**config.mk**
```make
export PLATFORM = sky130hd
export DESIGN_NAME = butterfly_pe_flat
export DESIGN_NICKNAME = d
export VERILOG_FILES = /design/src/rtl/butterfly_pkg.sv /design/src/rtl/butterfly_pe_if.sv /design/src/rtl/butterfly_pe_modmul_q.sv /design/src/rtl/butterfly_pe.sv /design/src/flat_wrapper.sv
export SDC_FILE = /design/constraint.sdc
export NUM_CORES = 1
export LEC_CHECK = 0
export BUFFER_PORTS_ARGS = -buffer_cell sky130_fd_sc_hd__buf_2
export CORE_MARGIN = 3
export CORE_UTILIZATION = 54
export CTS_CLUSTER_DIAMETER = 150
export DETAILED_ROUTE_END_ITERATION = 7
export PLACE_DENSITY = 0.8
export SETUP_SLACK_MARGIN = 0.3
export SLEW_MARGIN = 20
export SYNTH_ARGS = -nofsm -noshare
export SYNTH_HDL_FRONTEND = slang
export SYNTH_SLANG_ARGS = --single-unit
```
**constraint.sdc**
```tcl
create_clock -name clk -period 26.7 [get_ports clk]
set_input_delay 4.005 -clock clk [delete_from_list [all_inputs] [get_ports clk]]
set_output_delay 4.005 -clock clk [all_outputs]
set_load 0.01 [all_outputs]
```
**src/rtl/butterfly_pkg.sv**
```systemverilog
// rtl/butterfly_pkg.sv - shared constants, mode enum and modular add/sub helpers
package butterfly_pkg;

   localparam int BFLY_LAT = 3;

   typedef enum logic {
      MODE_NTT  = 1'b0,
      MODE_INTT = 1'b1
   } bfly_mode_e;

   // Operands are expected in [0, q-1]; the caller narrows the 32-bit result.
   function automatic logic [31:0] addmod(input logic [31:0] a, input logic [31:0] b,
                                          input logic [31:0] q);
      logic [31:0] s;
      s = a + b;
      return (s >= q) ? (s - q) : s;
   endfunction

   function automatic logic [31:0] submod(input logic [31:0] a, input logic [31:0] b,
                                          input logic [31:0] q);
      return (a >= b) ? (a - b) : (a + q - b);
   endfunction

endpackage

```
**src/rtl/butterfly_pe_if.sv**
```systemverilog
// rtl/butterfly_pe_if.sv - operand/result handshake bundle for the butterfly element
interface butterfly_pe_if #(
   parameter int N = 9
);
   logic         in_valid;
   logic         in_ready;
   logic         mode;
   logic [N-1:0] a;
   logic [N-1:0] b;
   logic [N-1:0] w;
   logic         out_valid;
   logic         out_ready;
   logic [N-1:0] x;
   logic [N-1:0] y;

   modport master (
      output in_valid, mode, a, b, w, out_ready,
      input  in_ready, out_valid, x, y
   );

   modport slave (
      input  in_valid, mode, a, b, w, out_ready,
      output in_ready, out_valid, x, y
   );
endinterface

```
**src/rtl/butterfly_pe_modmul_q.sv**
```systemverilog
// rtl/butterfly_pe_modmul_q.sv - modmul_q: registered 2N-bit product, reduced mod Q on the way out
module modmul_q #(
   parameter int N = 9,
   parameter int Q = 257
) (
   input  logic         clk,
   input  logic         rst,
   input  logic         en,
   input  logic [N-1:0] a,
   input  logic [N-1:0] b,
   output logic [N-1:0] r
);
   localparam logic [2*N-1:0] QW = (2*N)'(Q);

   logic [2*N-1:0] prod;

   always_ff @(posedge clk or posedge rst) begin
      if (rst) begin
         prod <= '0;
      end else if (en) begin
         prod <= {{N{1'b0}}, a} * {{N{1'b0}}, b};
      end
   end

   assign r = N'(prod % QW);

endmodule

```
**src/rtl/butterfly_pe.sv**
```systemverilog
// rtl/butterfly_pe.sv - 3-stage NTT/INTT butterfly with one shared modular multiplier
// Optional BUTTERFLY_PE_HALF_EN: INTT results are scaled by 2^-1 mod Q in the last stage.
module butterfly_pe #(
   parameter int N = 9,
   parameter int Q = 257
) (
   input  logic           clk,
   input  logic           rst,
   butterfly_pe_if.slave  bus
);
   import butterfly_pkg::*;

   logic                adv;
   logic [BFLY_LAT-1:0] vld;
   bfly_mode_e          mode_in;
   logic [N-1:0]        sum_in;
   logic [N-1:0]        dif_in;
   logic [N-1:0]        mul_b;
   logic [N-1:0]        prod_r;

   bfly_mode_e          m1;
   logic [N-1:0]        a1;
   logic [N-1:0]        s1;
   bfly_mode_e          m2;
   logic [N-1:0]        a2;
   logic [N-1:0]        s2;
   logic [N-1:0]        t2;
   logic [N-1:0]        x_q;
   logic [N-1:0]        y_q;
   logic [N-1:0]        x_nxt;
   logic [N-1:0]        y_nxt;

   // The whole pipe moves as one; it only freezes when a result is waiting downstream.
   assign adv           = !(vld[BFLY_LAT-1] && !bus.out_ready);
   assign bus.in_ready  = adv;
   assign bus.out_valid = vld[BFLY_LAT-1];
   assign bus.x         = x_q;
   assign bus.y         = y_q;

   assign mode_in = bfly_mode_e'(bus.mode);
   assign sum_in  = N'(addmod(32'(bus.a), 32'(bus.b), 32'(Q)));
   assign dif_in  = N'(submod(32'(bus.a), 32'(bus.b), 32'(Q)));
   assign mul_b   = (mode_in == MODE_INTT) ? dif_in : bus.b;

   modmul_q #(.N(N), .Q(Q)) u_modmul (
      .clk (clk),
      .rst (rst),
      .en  (adv),
      .a   (bus.w),
      .b   (mul_b),
      .r   (prod_r)
   );

`ifdef BUTTERFLY_PE_HALF_EN
   function automatic logic [N-1:0] halfmod(input logic [N-1:0] v);
      logic [N:0] t;
      t = v[0] ? ({1'b0, v} + (N+1)'(Q)) : {1'b0, v};
      return t[N:1];
   endfunction
`endif

   always_comb begin
      x_nxt = s2;
      y_nxt = t2;
      if (m2 == MODE_NTT) begin
         x_nxt = N'(addmod(32'(a2), 32'(t2), 32'(Q)));
         y_nxt = N'(submod(32'(a2), 32'(t2), 32'(Q)));
      end
`ifdef BUTTERFLY_PE_HALF_EN
      else begin
         x_nxt = halfmod(s2);
         y_nxt = halfmod(t2);
      end
`endif
   end

   always_ff @(posedge clk or posedge rst) begin
      if (rst) begin
         vld <= '0;
         m1  <= MODE_NTT;
         a1  <= '0;
         s1  <= '0;
         m2  <= MODE_NTT;
         a2  <= '0;
         s2  <= '0;
         t2  <= '0;
         x_q <= '0;
         y_q <= '0;
      end else if (adv) begin
         vld <= {vld[BFLY_LAT-2:0], bus.in_valid};
         m1  <= mode_in;
         a1  <= bus.a;
         s1  <= sum_in;
         m2  <= m1;
         a2  <= a1;
         s2  <= s1;
         t2  <= prod_r;
         x_q <= x_nxt;
         y_q <= y_nxt;
      end
   end

endmodule

```
**src/flat_wrapper.sv**
```systemverilog
// flat-port wrapper written by rule: the top's interface ports become plain ports
module butterfly_pe_flat import butterfly_pkg::*;
#(
   parameter int N = 9,
   parameter int Q = 257
)
  (clk, rst, bus_in_valid, bus_mode, bus_a, bus_b, bus_w, bus_out_ready, bus_in_ready, bus_out_valid, bus_x, bus_y);
  butterfly_pe_if #(.N(N)) bus_i ();
  input  logic clk;
  input  logic rst;
  input wire logic [$bits(bus_i.in_valid)-1:0] bus_in_valid;
  input wire logic [$bits(bus_i.mode)-1:0] bus_mode;
  input wire logic [$bits(bus_i.a)-1:0] bus_a;
  input wire logic [$bits(bus_i.b)-1:0] bus_b;
  input wire logic [$bits(bus_i.w)-1:0] bus_w;
  input wire logic [$bits(bus_i.out_ready)-1:0] bus_out_ready;
  output wire logic [$bits(bus_i.in_ready)-1:0] bus_in_ready;
  output wire logic [$bits(bus_i.out_valid)-1:0] bus_out_valid;
  output wire logic [$bits(bus_i.x)-1:0] bus_x;
  output wire logic [$bits(bus_i.y)-1:0] bus_y;
  assign bus_i.in_valid = bus_in_valid;
  assign bus_i.mode = bus_mode;
  assign bus_i.a = bus_a;
  assign bus_i.b = bus_b;
  assign bus_i.w = bus_w;
  assign bus_i.out_ready = bus_out_ready;
  assign bus_in_ready = bus_i.in_ready;
  assign bus_out_valid = bus_i.out_valid;
  assign bus_x = bus_i.x;
  assign bus_y = bus_i.y;
  butterfly_pe #(.N(N), .Q(Q)) u_core (.clk(clk), .rst(rst), .bus(bus_i));
endmodule
```
### Word level (Yosys, flattened, before mapping)

Index checks and enable logic that the tools add are counted.

* output and inout port bits: 20
* bits of input ports: 32
* flip-flop bits (word level): 86
* word-level logic and storage cells: 37

* multipliers: 1
* reduce and logical (&&, ||, !) cells: 3
* magnitude comparators: 4
* divide/modulo/power cells: 1
* mux-type cells: 7
* add/sub/neg operators: 10

Operator list (count)
* 9-bit 2-to-1 mux: 7
* 9-bit subtractor: 4
* 9-bit by 9-bit adder with 10-bit output: 2
* 10-bit by 9-bit >= comparator with 1-bit output, second input constant: 2
* 9-bit adder, second input constant: 2
* 9-bit >= comparator: 2
* 18-bit by 9-bit remainder unit with 18-bit output, second input constant: 1
* 9-bit by 9-bit multiplier with 18-bit output: 1
* 9-bit subtractor, second input constant: 2
* 1-bit logical NOT: 2
* 1-bit logical AND: 1

### Depth between registers and ports, before layout

* depth in word-level cells: 5
* depth in mapped cells: 39
* gate-level depth less buffers: 38

### Hierarchy

Synthesis repeated with hierarchy kept, for this count alone.

* cells, all modules: 1605
* area, all modules: 12976.2 sq um

Modules (own cells, without submodules)
* modmul_q: seq. area each 450.4 sq um, instances 1, cells each 875, area an instance 6820.3 sq um
* butterfly_pe: seq. area each 1701.6 sq um, instances 1, cells each 730, area an instance 6155.9 sq um

### Least setup slack after synthesis

OpenSTA, ideal clock, no wires.

* path kind: input to register
* start: input port bus_b[2]
* end: register u_core.u_modmul.prod[16]
* library setup time: 0.134 ns
* arrival time: 10.523 ns
* buffers on the path: 2
* path slack: 16.043 ns
* stages: 36
* data required time: 26.566 ns
* cells stage by stage: inv_1 > ha_1 > clkbuf_1 > inv_1 > o21ai_0 > a31oi_1 > o21ai_0 > a31oi_1 > clkbuf_1 > o211ai_1 > o21ai_1 > nand2_1 > fa_1 > inv_1 > fa_1 > ha_1 > inv_1 > fa_1 > inv_1 > ha_1 > nor2b_1 > o21ai_0 > nand2_1 > and2_1 > o21ai_0 > nand2_1 > and2_1 > o21ai_0 > nand2_1 > and2_1 > o21ai_0 > nand2b_1 > a21o_1 > a21oi_1 > xor2_1 > o21ai_0

* longest elaborated chain between the ends: 4
* elaborated cells on any way between the ends: 6
* classes of those cells: add/sub: 2; mul: 1; order compare: 1; mux: 2

RTL lines
* start: declaration: RTL line flat_wrapper.sv:14 `input wire logic [$bits(bus_i.b)-1:0] bus_b;`
* 9-bit subtractor or 9-bit >= comparator (tied branches): RTL line butterfly_pkg.sv:21 `return (a >= b) ? (a - b) : (a + q - b);`
* 9-bit 2-to-1 mux: RTL line butterfly_pkg.sv:21
* 9-bit 2-to-1 mux (*): RTL line butterfly_pe.sv:43 `assign mul_b = (mode_in == MODE_INTT) ? dif_in : bus.b;`
* 9-bit by 9-bit multiplier with 18-bit output (*): RTL line butterfly_pe_modmul_q.sv:21 `prod <= {{N{1'b0}}, a} * {{N{1'b0}}, b};`
* end signal: assignment: RTL line butterfly_pe_modmul_q.sv:21
* end: declaration: RTL line butterfly_pe_modmul_q.sv:15 `logic [2*N-1:0] prod;`

Mark *: on every way between the ends. The rest lies on a longest branch, timed or not.
A chain may end at the register's enable or synchronous reset.

### Worst setup path after layout

* start: input port bus_b[2]
* end: register u_core.u_modmul.prod[17]

The elaborated chain is that of the path after synthesis.

==> out/metrics.cfg <==
[clock_tree]
cts-hold-fix-buffers = 0
tritoncts = built
clock_path_buffers = 2
clock-sinks = 86
cts_post_setup_buffers_inserted = 0
cts.reportedPaths.clkPinSlew_ns = 0.07
numCtsBuffers = 9
cts.htree.levels = 3
cts_repair_resize_count = 0
clock_tree.root_cell = sky130_fd_sc_hd__clkbuf_16
worstSkewPairLatency_ns = 0.35

[floorplan]
floorplan.die_area_um2 = 24300
ioPinCount = 52
die_h_um = 156
initial_core_util_pct = 55.1
core_region_um2 = 22000
core.rowCount = 54
chipWidth_um = 156

[timing]
relSlewSlack_pct = 32.6
max_freq_mhz = 90.5
report.final.setup_viol = 0
period_minus_slack_ns = 11.05
report.final.hold_viol_count = 0
slew_worst_pin_ns = 1.01
worst_hold_slack_ns = 0.463
grt_setup_unrepaired = no
clock_skew_ns = 0.0100
finalSetupTns_ns = 0
timing.final.crit_share_pct = 41.4
timing.final.max_slew_violations = 0

[outcome]
status = finished clean

[critical_path]
endpoint_kind = flop
critPathRequiredTime_ns = 26.89
critPathMostFrequentCell = sky130_fd_sc_hd__a21oi_1
crit_arrival_ns = 11.24
path_max_fanout = 15
timing.critical_path.slowest_stage_cell = sky130_fd_sc_hd__fa_1
startpoint_type = input pin
criticalPathCategory = in -> reg
timing.critical_path.slowest_cell_delay_ns = 0.59

[place]
finalWeightedCongestion = 0.930
placedInstanceArea_um2 = 12500
dp.final_hpwl_mm = 22.7
placed_cells_incl_taps = 1807
count_of_buffers_inserted_at_the_top_level_ports = 51

[grt]
grt_pass1_vias = 10500
antenna_violations_before_repair = 1
grt_overflow = 0
grt_start_max_net_pins = 106
grt_first_pass_wirelength_mm = 50.0
global_routing_usage_summed_across_all_routing_layers_pct = 24.5

[synthesis]
postSynthCellCount = 1538
synth_largest_area_cell = sky130_fd_sc_hd__dfrtp_1
synth-seq-area-share_pct = 17.8
synth-seq-cells = 86
synth_area_um2 = 12100
synth_largest_type_area_fraction_pct = 17.8
synth_area_per_cell_um2 = 7.87
postSynth.asyncResetShare_pct = 100
synth-edff-count = 0
synth_ff_type = sky130_fd_sc_hd__dfrtp_1
synthesis.nets = 1738
post_synth_main_area_contributors = sky130_fd_sc_hd__dfrtp_1 (18%), sky130_fd_sc_hd__fa_1 (11%), sky130_fd_sc_hd__ha_1 (10%), sky130_fd_sc_hd__nand2_1 (6.0%), sky130_fd_sc_hd__nor2_1 (5.5%)
yosysWarnings = 0
count_of_distinct_cell_types_in_the_synthesized_netlist = 107

[cells_and_area]
layout.nets = 1738
fill_cells = 1925
stdcell_area_um2 = 12800
area.growth.synth_to_final_pct = 5.55
post_route_cells_drive_above_1_share_pct = 9.33
layout.cells.most_common_list = sky130_fd_sc_hd__nand2_1 (193), sky130_fd_sc_hd__nor2_1 (176), sky130_fd_sc_hd__inv_1 (157), sky130_fd_sc_hd__ha_1 (100), sky130_fd_sc_hd__a21oi_1 (89)
commonest_non_fill_non_tap_cell_in_the_layout = sky130_fd_sc_hd__nand2_1
final-instance-count-excl-fill = 1824

[route]
drt_drc_violations_left = 0
per_cell_routed_wire_length_um = 16.0
routed_wl_mm = 29.1
via_per_inst = 5.97
first_pass_iters = 6
first_iter_violations = 949
ant_nets = 0
routed-via-count = 10900

[run]
maxCapViolCount = 0

[hold_path]
hold_path.class = reg -> reg

-- through the flow --
step	worst slack, ns	util, %
floorplan	16.04	-
global placement	15.65	56.9
detailed placement	15.33	56.9
CTS	15.65	58.2
global route	14.78	58.2
finish	15.65	58.2
-- worst paths after layout --
kind	startpoint	end	slack, ns	cells past startpoint
worst min register to register	u_core.vld[1]$_DFFE_PP0N_	u_core.vld[1]$_DFFE_PP0N_	0.46	2
worst max-delay path	bus_b[2]	u_core.u_modmul.prod[17]$_DFFE_PP0N_	15.65	34
worst min-delay path	u_core.vld[1]$_DFFE_PP0N_	u_core.vld[1]$_DFFE_PP0N_	0.46	2
worst max register to register	u_core.u_modmul.prod[10]$_DFFE_PP0N_	u_core.t2[2]$_DFFE_PP0N_	15.78	33
min in group asynchronous	rst	u_core.u_modmul.prod[5]$_DFFE_PP0N_	3.61	2
max in group asynchronous	rst	u_core.m2$_DFFE_PP0N_	21.90	3
-- sequential cells by signal, summed over array words and instances, names as in the netlist, 3 cells and up --
signal	cells
u_core.s2	9
u_core.s1	9
u_core.vld	3
u_core.bus.x	9
u_core.a1	9
u_core.a2	9
u_core.t2	9
u_core.bus.y	9
u_core.u_modmul.prod	18
-- synthesized netlist by cell type, types with 5 or more instances --
cell and instances:
sky130_fd_sc_hd__nand2b_1 17, sky130_fd_sc_hd__mux2i_1 15, sky130_fd_sc_hd__o21bai_1 7, sky130_fd_sc_hd__inv_1 158, sky130_fd_sc_hd__nand4_1 16, sky130_fd_sc_hd__nand2_1 193, sky130_fd_sc_hd__o211ai_1 21, sky130_fd_sc_hd__nor2_1 176
sky130_fd_sc_hd__buf_1 13, sky130_fd_sc_hd__a31oi_1 28, sky130_fd_sc_hd__a211oi_1 14, sky130_fd_sc_hd__ha_1 100, sky130_fd_sc_hd__o31a_1 6, sky130_fd_sc_hd__clkbuf_1 45, sky130_fd_sc_hd__o211a_1 8, sky130_fd_sc_hd__nor2b_1 29
sky130_fd_sc_hd__o21ai_0 68, sky130_fd_sc_hd__a211o_1 6, sky130_fd_sc_hd__xor2_1 24, sky130_fd_sc_hd__fa_1 68, sky130_fd_sc_hd__nor3_1 20, sky130_fd_sc_hd__dfrtp_1 86, sky130_fd_sc_hd__nand3b_1 5, sky130_fd_sc_hd__o2111ai_1 6
sky130_fd_sc_hd__o31ai_1 11, sky130_fd_sc_hd__or3_1 7, sky130_fd_sc_hd__a31o_2 6, sky130_fd_sc_hd__or2_2 8, sky130_fd_sc_hd__xnor2_1 69, sky130_fd_sc_hd__o21ai_1 19, sky130_fd_sc_hd__and2_1 24, sky130_fd_sc_hd__nand3_1 18
sky130_fd_sc_hd__buf_2 7, sky130_fd_sc_hd__a21o_1 10, sky130_fd_sc_hd__o22ai_1 6, sky130_fd_sc_hd__nor4_1 8, sky130_fd_sc_hd__and3_1 6, sky130_fd_sc_hd__o21a_1 9, sky130_fd_sc_hd__a21oi_1 89
-- layout make-up --
cell class	instances	area [um2]	share of cell area, %
Multi-Input combinational cell	1225	9090	71.1
Sequential cell	86	2150	16.8
Inverter	159	599	4.69
Tap cell	280	350	2.74
Timing Repair Buffer	57	300	2.35
Clock buffer	10	239	1.87
Clock inverter	6	45.0	0.352
Antenna cell	1	2.50	0.0196
-- critical path: cells and delay by family --
| kind | cells | cell delay (ns) |
|---|---|---|
| and+or+nand+nor | 1 | 0.17 |
| buffers and inverters | 7 | 0.61 |
| AOI/OAI and AO/OA | 18 | 3.55 |
| muxes | 1 | 0.13 |
| xor gates and xnor gates | 1 | 0.14 |
| adders and majority gates | 6 | 2.64 |
-- layer usage --
layer	wire (um)	GRT usage [%]	vias up
met2	13600	39.4	342
li1	-	-	5286
met5	0	0	-
met1	13500	34.7	5219
met4	588	7.06	0
met3	1460	3.33	48
-- kinds of logic after synthesis --
kind of cell / Yosys count / synth area share [%]
AO/OA/AOI/OAI: 378 / 22.2
XOR/XNOR: 94 / 6.86
adder cells (fa/ha/maj): 168 / 21.6
buffers and inverters: 227 / 7.21
flip-flops: 86 / 17.8
multiplexers: 19 / 1.61
AND/OR/NAND/NOR: 566 / 22.8
Power is left out: the tool's default activity adds up to more than one toggle a clock period on the data nets, which glitch-free logic cannot reach.
